**config.mk**
```make
export PLATFORM = sky130hd
export DESIGN_NAME = alu_seq
export DESIGN_NICKNAME = d
export VERILOG_FILES = /design/src/rtl/alu_seq.sv
export SDC_FILE = /design/constraint.sdc
export NUM_CORES = 1
export LEC_CHECK = 0
export CORE_ASPECT_RATIO = 1.4
export CORE_UTILIZATION = 35
export CTS_CLUSTER_DIAMETER = 40
export DETAILED_ROUTE_END_ITERATION = 8
export GPL_TIMING_DRIVEN = 0
export SLEW_MARGIN = 0
export SYNTH_ARGS = -nofsm -noshare
export SYNTH_HDL_FRONTEND = slang
export SYNTH_SLANG_ARGS = --single-unit
```
**constraint.sdc**
```tcl
create_clock -name clk -period 5.23 [get_ports clk]
set_input_delay 1.046 -clock clk [delete_from_list [all_inputs] [get_ports clk]]
set_output_delay 1.046 -clock clk [all_outputs]
set_load 0.02 [all_outputs]
```
**src/rtl/alu_seq.sv**
```systemverilog
// -----------------------------------------------------------------------------
// alu_seq -- handshaked, registered ALU with an accumulator and an iterative
// shift-add multiplier.
//
// One operation (A, B, opcode) is taken per valid/ready transfer. The operands
// are captured on the accept edge, the result is computed (one cycle, or WIDTH
// iterations for MUL) and then held on ALU_Out/carry/zero until the consumer
// takes it with out_ready.
//
// Parameters
//   WIDTH     operand/result width, 2..32
//   ACC_INIT  accumulator value after reset
//
// Ports
//   clk        rising-edge clock
//   rst_n      asynchronous active-low reset
//   in_valid   operation present on A/B/opcode
//   in_ready   block can accept an operation (high only in IDLE)
//   A, B       operands; shift/rotate amount is B[$clog2(WIDTH)-1:0]
//   opcode     operation select
//   out_valid  ALU_Out/carry/zero valid
//   out_ready  consumer accepts the result
//   ALU_Out    result
//   carry      carry/borrow/overflow flag for the result
//   zero       ALU_Out == 0
//   acc_out    current accumulator value
//
// Configuration macro
//   ALU_SIGNED_CMP_EN  when defined, GTH/LTH compare A and B as two's-complement
//                      signed values; otherwise they compare unsigned.
// -----------------------------------------------------------------------------
module alu_seq #(
  parameter int               WIDTH    = 8,
  parameter logic [WIDTH-1:0] ACC_INIT = '0
) (
  input  logic             clk,
  input  logic             rst_n,
  input  logic             in_valid,
  output logic             in_ready,
  input  logic [WIDTH-1:0] A,
  input  logic [WIDTH-1:0] B,
  input  logic [3:0]       opcode,
  output logic             out_valid,
  input  logic             out_ready,
  output logic [WIDTH-1:0] ALU_Out,
  output logic             carry,
  output logic             zero,
  output logic [WIDTH-1:0] acc_out
);

  localparam int SW = $clog2(WIDTH);  // shift-amount width
  localparam int CW = $clog2(WIDTH);  // multiplier iteration counter width

  // FSM encoding
  localparam logic [1:0] S_IDLE = 2'd0;
  localparam logic [1:0] S_EXEC = 2'd1;
  localparam logic [1:0] S_MUL  = 2'd2;
  localparam logic [1:0] S_DONE = 2'd3;

  // Opcode map
  localparam logic [3:0] OP_ADD     = 4'h0;
  localparam logic [3:0] OP_SUB     = 4'h1;
  localparam logic [3:0] OP_MUL     = 4'h2;
  localparam logic [3:0] OP_AND     = 4'h3;
  localparam logic [3:0] OP_OR      = 4'h4;
  localparam logic [3:0] OP_XOR     = 4'h5;
  localparam logic [3:0] OP_NOT     = 4'h6;
  localparam logic [3:0] OP_SHL     = 4'h7;
  localparam logic [3:0] OP_SHR     = 4'h8;
  localparam logic [3:0] OP_ROL     = 4'h9;
  localparam logic [3:0] OP_ROR     = 4'hA;
  localparam logic [3:0] OP_ACC_ADD = 4'hB;
  localparam logic [3:0] OP_ACC_CLR = 4'hC;
  localparam logic [3:0] OP_EQ      = 4'hD;
  localparam logic [3:0] OP_GTH     = 4'hE;
  localparam logic [3:0] OP_LTH     = 4'hF;

  logic [1:0]         state;
  logic [WIDTH-1:0]   a_q;
  logic [WIDTH-1:0]   b_q;
  logic [3:0]         op_q;
  logic [WIDTH-1:0]   acc;

  // Multiplier: prod holds {partial sum, remaining multiplier bits}.
  logic [2*WIDTH-1:0] prod;
  logic [CW-1:0]      cnt;
  logic [WIDTH:0]     mul_sum;
  logic [2*WIDTH-1:0] prod_next;

  // Single-cycle datapath results
  logic [WIDTH-1:0]   res_d;
  logic               carry_d;
  logic [WIDTH-1:0]   acc_d;
  logic [WIDTH:0]     sum_add;
  logic [WIDTH:0]     sum_acc;
  logic [2*WIDTH-1:0] rol_full;
  logic [2*WIDTH-1:0] ror_full;
  logic [SW-1:0]      sh;
  logic               gt;
  logic               lt;

  assign in_ready  = (state == S_IDLE);
  assign out_valid = (state == S_DONE);
  assign acc_out   = acc;

  // One shift-add step: add A into the upper half when the current multiplier
  // bit is set, then shift the whole product right by one. After WIDTH steps
  // prod equals A*B.
  always_comb begin
    mul_sum   = {1'b0, prod[2*WIDTH-1:WIDTH]} + (prod[0] ? {1'b0, a_q} : '0);
    prod_next = {mul_sum, prod[WIDTH-1:1]};
  end

  // NOTE: every output of this block gets a default first, so no path through
  // the case leaves a variable unassigned and no latch is inferred.
  always_comb begin
    res_d    = '0;
    carry_d  = 1'b0;
    acc_d    = acc;
    sum_add  = {1'b0, a_q} + {1'b0, b_q};
    sum_acc  = {1'b0, acc} + {1'b0, a_q};
    sh       = b_q[SW-1:0];
    // Rotates come from shifting a doubled copy: the wrapped bits land in
    // the half that is kept. A zero amount returns A unchanged.
    rol_full = {a_q, a_q} << sh;
    ror_full = {a_q, a_q} >> sh;
`ifdef ALU_SIGNED_CMP_EN
    gt       = $signed(a_q) > $signed(b_q);
    lt       = $signed(a_q) < $signed(b_q);
`else
    gt       = a_q > b_q;
    lt       = a_q < b_q;
`endif
    case (op_q)
      OP_ADD: begin
        res_d   = sum_add[WIDTH-1:0];
        carry_d = sum_add[WIDTH];
      end
      OP_SUB: begin
        res_d   = a_q - b_q;
        carry_d = (a_q < b_q);
      end
      OP_AND:  res_d = a_q & b_q;
      OP_OR:   res_d = a_q | b_q;
      OP_XOR:  res_d = a_q ^ b_q;
      OP_NOT:  res_d = ~a_q;
      OP_SHL:  res_d = a_q << sh;
      OP_SHR:  res_d = a_q >> sh;
      OP_ROL:  res_d = rol_full[2*WIDTH-1:WIDTH];
      OP_ROR:  res_d = ror_full[WIDTH-1:0];
      OP_ACC_ADD: begin
        res_d   = sum_acc[WIDTH-1:0];
        carry_d = sum_acc[WIDTH];
        acc_d   = sum_acc[WIDTH-1:0];
      end
      OP_ACC_CLR: begin
        res_d = '0;
        acc_d = '0;
      end
      OP_EQ:   res_d = {{(WIDTH-1){1'b0}}, (a_q == b_q)};
      OP_GTH:  res_d = {{(WIDTH-1){1'b0}}, gt};
      OP_LTH:  res_d = {{(WIDTH-1){1'b0}}, lt};
      default: res_d = '0;  // MUL never executes through this path
    endcase
  end

  // NOTE: state is updated with non-blocking assignments so every register
  // samples the pre-edge values of the others, matching real flip-flops.
  always_ff @(posedge clk or negedge rst_n) begin
    if (!rst_n) begin
      state   <= S_IDLE;
      a_q     <= '0;
      b_q     <= '0;
      op_q    <= OP_ADD;
      acc     <= ACC_INIT;
      prod    <= '0;
      cnt     <= '0;
      ALU_Out <= '0;
      carry   <= 1'b0;
      zero    <= 1'b0;
    end else begin
      case (state)
        S_IDLE: begin
          if (in_valid) begin
            a_q   <= A;
            b_q   <= B;
            op_q  <= opcode;
            prod  <= {{WIDTH{1'b0}}, B};
            cnt   <= '0;
            state <= (opcode == OP_MUL) ? S_MUL : S_EXEC;
          end
        end
        S_EXEC: begin
          ALU_Out <= res_d;
          carry   <= carry_d;
          zero    <= (res_d == '0);
          acc     <= acc_d;
          state   <= S_DONE;
        end
        S_MUL: begin
          prod <= prod_next;
          cnt  <= cnt + 1'b1;
          if (cnt == CW'(WIDTH - 1)) begin
            ALU_Out <= prod_next[WIDTH-1:0];
            carry   <= |prod_next[2*WIDTH-1:WIDTH];
            zero    <= (prod_next[WIDTH-1:0] == '0);
            state   <= S_DONE;
          end
        end
        S_DONE: begin
          // Release only; a new operation is accepted no earlier than the
          // following edge, once in_ready is visible.
          if (out_ready) state <= S_IDLE;
        end
        default: state <= S_IDLE;
      endcase
    end
  end

endmodule

```
==> out/metrics.yaml <==
status: "finished clean"
synth_cell_types: 74
synth_nets: 692
fillers: 1478
worst_r2r_path_depth: 11
fin_crit_sh_pct: 76.7
vias: 5066
rr_endpoint: "zero$_DFFE_PN0P_"
async_flop_share_pct: 100
tritoncts: "built"
worst-path-buf-inv: 3
via_per_inst: 5.84
reg2reg_slack_ns: 1.22
hold_depth: 1
yosys.area_share.xor_xnor_pct: 2.59
gp_congestion: 0.901
drt_iter0_drc: 307
hp-class: "reg -> reg"
synthFlopType: "dfrtp_1"
antenna_found_initial: 0
dieArea_um2: 16000
diodes: 0
fmax_ghz: 0.249
grt-ovfl-total: 0
cts.clk_slew.worst_paths_ns: 0.06
hold_violations: 0
grt_max_degree: 60
cpMaxStageDelayCell: "or4_1"
port_buffers: 43
num_rows: 53
crit_family: "simple AND/OR/NAND/NOR gates"
ys_seq_area_share_pct: 27.2
clock_path_buffers: 2
ys_ff_latch: 59
syn_inst: 616
path_cells: "clkbuf_1, inv_1, ha_1, buf_2, nor4_1, a211o_1, mux2i_1, nor3b_1, or3_1, or4_1, o21ai_1"
worstPathRequired_ns: 5.50
yosys_warnings: 0
place_hpwl_um: 14700
synth_top_family_by_area: "compound AO/OA/AOI/OAI gates"
grt_pass1_vias: 5146
multi_input_area_um2: 3630
hold_end: "ALU_Out[6]$_DFFE_PN0P_"
synthSimpleGateAreaFrac_pct: 18.6
cts-resized-gates: 0
timing.rr.start: "a_q[4]$_DFFE_PN0P_"
route.detailed.drc: 0
initial_core_util_pct: 36.0
worst_pin_slew_ns: 1.08
worstSetupPathType: "reg -> reg"
htree_num_levels: 3
routed_wl_um: 18800
arrival_ns: 4.28
rsz0062_at_grt: "no"
postCtsSetupBuffers: 0
synth_area_um2: 5420
cts_root_buf: "clkbuf_16"
die_h_um: 149
synthAdderAreaFrac_pct: 12.6
start_kind: "flop"
regArea_um2: 1480
slowest_delay_ns: 0.55
clock_skew_ns: 0.00986
worstPathMaxFanout: 9
grt_use_total_pct: 24.5
slew_viol_final: 0
cts.sinks: 59
tns_ns: 0
cts.hold.buffers_added: 0
core_area_um2: 15100
whs_ns: 0.483
drtAntennaViolNets: 0
first_pass_iters: 5
setup_viol: 0
synth_compound_area_share_pct: 21.9
grt_pass1_wl_um: 28900
wl_per_cell_um: 21.7
end_kind: "flop"
syn_area_per_cell_um2: 8.80
clock_latency_ns: 0.35
slew_headroom_pct: 27.7
fin_nets: 746
io_pins: 44
fp.dieW_um: 107
cts_buffers: 9
syn_to_final_growth_pct: 18.2
fin_crit_ns: 4.01
min_from: "ALU_Out[6]$_DFFE_PN0P_"
maxCapViolations: 0
synthMuxAreaShare_pct: 11.3
drive_above_1_share_pct: 11.1
synth_edf_count: 0
==> logic make-up (layout without fill, tap and decap cells) <==
logic type | count (synthesis) | in the layout
compound gates | 173 | 173
buf+inv | 69 | 128
simple gates | 191 | 191
fa+ha+maj | 52 | 52
flops | 59 | 59
xor+xnor | 16 | 16
mux | 56 | 56
==> through the flow <==
stage	util (%)	std cells	worst slack (ns)	instance area [um2]
2_1_floorplan	-	616	2.25	5420
3_3_place_gp	40.5	851	1.04	6090
3_5_place_dp	40.5	851	1.30	6090
4_1_cts	42.5	867	1.29	6400
5_1_grt	42.5	867	1.18	6400
6_report	42.5	867	1.22	6400
==> layout by cell type, fill, tap and decap left out, drive strengths merged, types with 29 or more instances in the layout <==
cell           instances
inv                   33
clkbuf                29
dfrtp                 59
clkdlybuf4s50         42
nand2                 48
nor2                  42
a21oi                 33
o21ai                 35
mux2i                 32
ha                    48
==> cells in the mapped netlist (all sizes together), types with 4 or more instances <==
cell type   n  area share [%]
a31oi       9             1.0
or4         4            0.55
mux2i      32             5.9
and2       12             1.4
a211oi     10             1.4
o22ai       9             1.0
nor4       12             1.6
o211ai      5            0.69
clkbuf     20             1.4
mux2       22             4.6
nor2       42             2.9
a22o       18             2.9
buf        19             2.4
xnor2       7             1.1
nand3       8            0.74
inv        30             2.1
fa          4             1.5
nand2b     15             1.8
nand2      48             3.3
a21oi      33             3.1
or3b        5            0.81
nor3       12             1.1
a221oi      4            0.76
nor3b       7            0.97
dfrtp      59              27
nor2b       9             1.0
o21ai      35             3.2
xor2        9             1.5
o21bai      5            0.69
a21o        9             1.2
ha         48              11
==> sequential cells by signal, indices dropped and copies added (netlist names) <==
signal and flops:
carry 1, prod 16, cnt 3, b_q 8, op_q 4, ALU_Out 8, state 2, zero 1
acc_out 8, a_q 8
==> worst max-delay path by stage <==
stage / end / cells past startpoint / startpoint / slack, ns
6_report: zero$_DFFE_PN0P_ / 11 / a_q[4]$_DFFE_PN0P_ / 1.22
5_1_grt: zero$_DFFE_PN0P_ / 11 / a_q[4]$_DFFE_PN0P_ / 1.18
4_1_cts: zero$_DFFE_PN0P_ / 11 / a_q[4]$_DFFE_PN0P_ / 1.29
3_5_place_dp: zero$_DFFE_PN0P_ / 11 / a_q[4]$_DFFE_PN0P_ / 1.30
3_3_place_gp: acc_out[0]$_DFFE_PN0P_ / 1 / rst_n / 1.04
2_1_floorplan: zero$_DFFE_PN0P_ / 11 / a_q[4]$_DFFE_PN0P_ / 2.25
==> layer usage <==
metal	up-vias	share of wire (%)	track usage (%)
met2	164	51	42.9
met3	53	3.6	3.28
met4	0	5.5	15.4
met1	2482	40	28.0
met5	-	0	0
li1	2367	-	-
==> layout make-up <==
class                           count  area share (%)
Sequential cell                    59            23.1
Inverter                           30            1.76
Multi-Input combinational cell    488            56.7
Timing Repair Buffer               43            6.68
Clock buffer                        9            3.52
Clock inverter                      7            1.33
Buffer                             39            3.16
Tap cell                          192            3.75
Power is not shown: default switching activity piles up to over one toggle a cycle in this logic, so the estimate is an artifact.
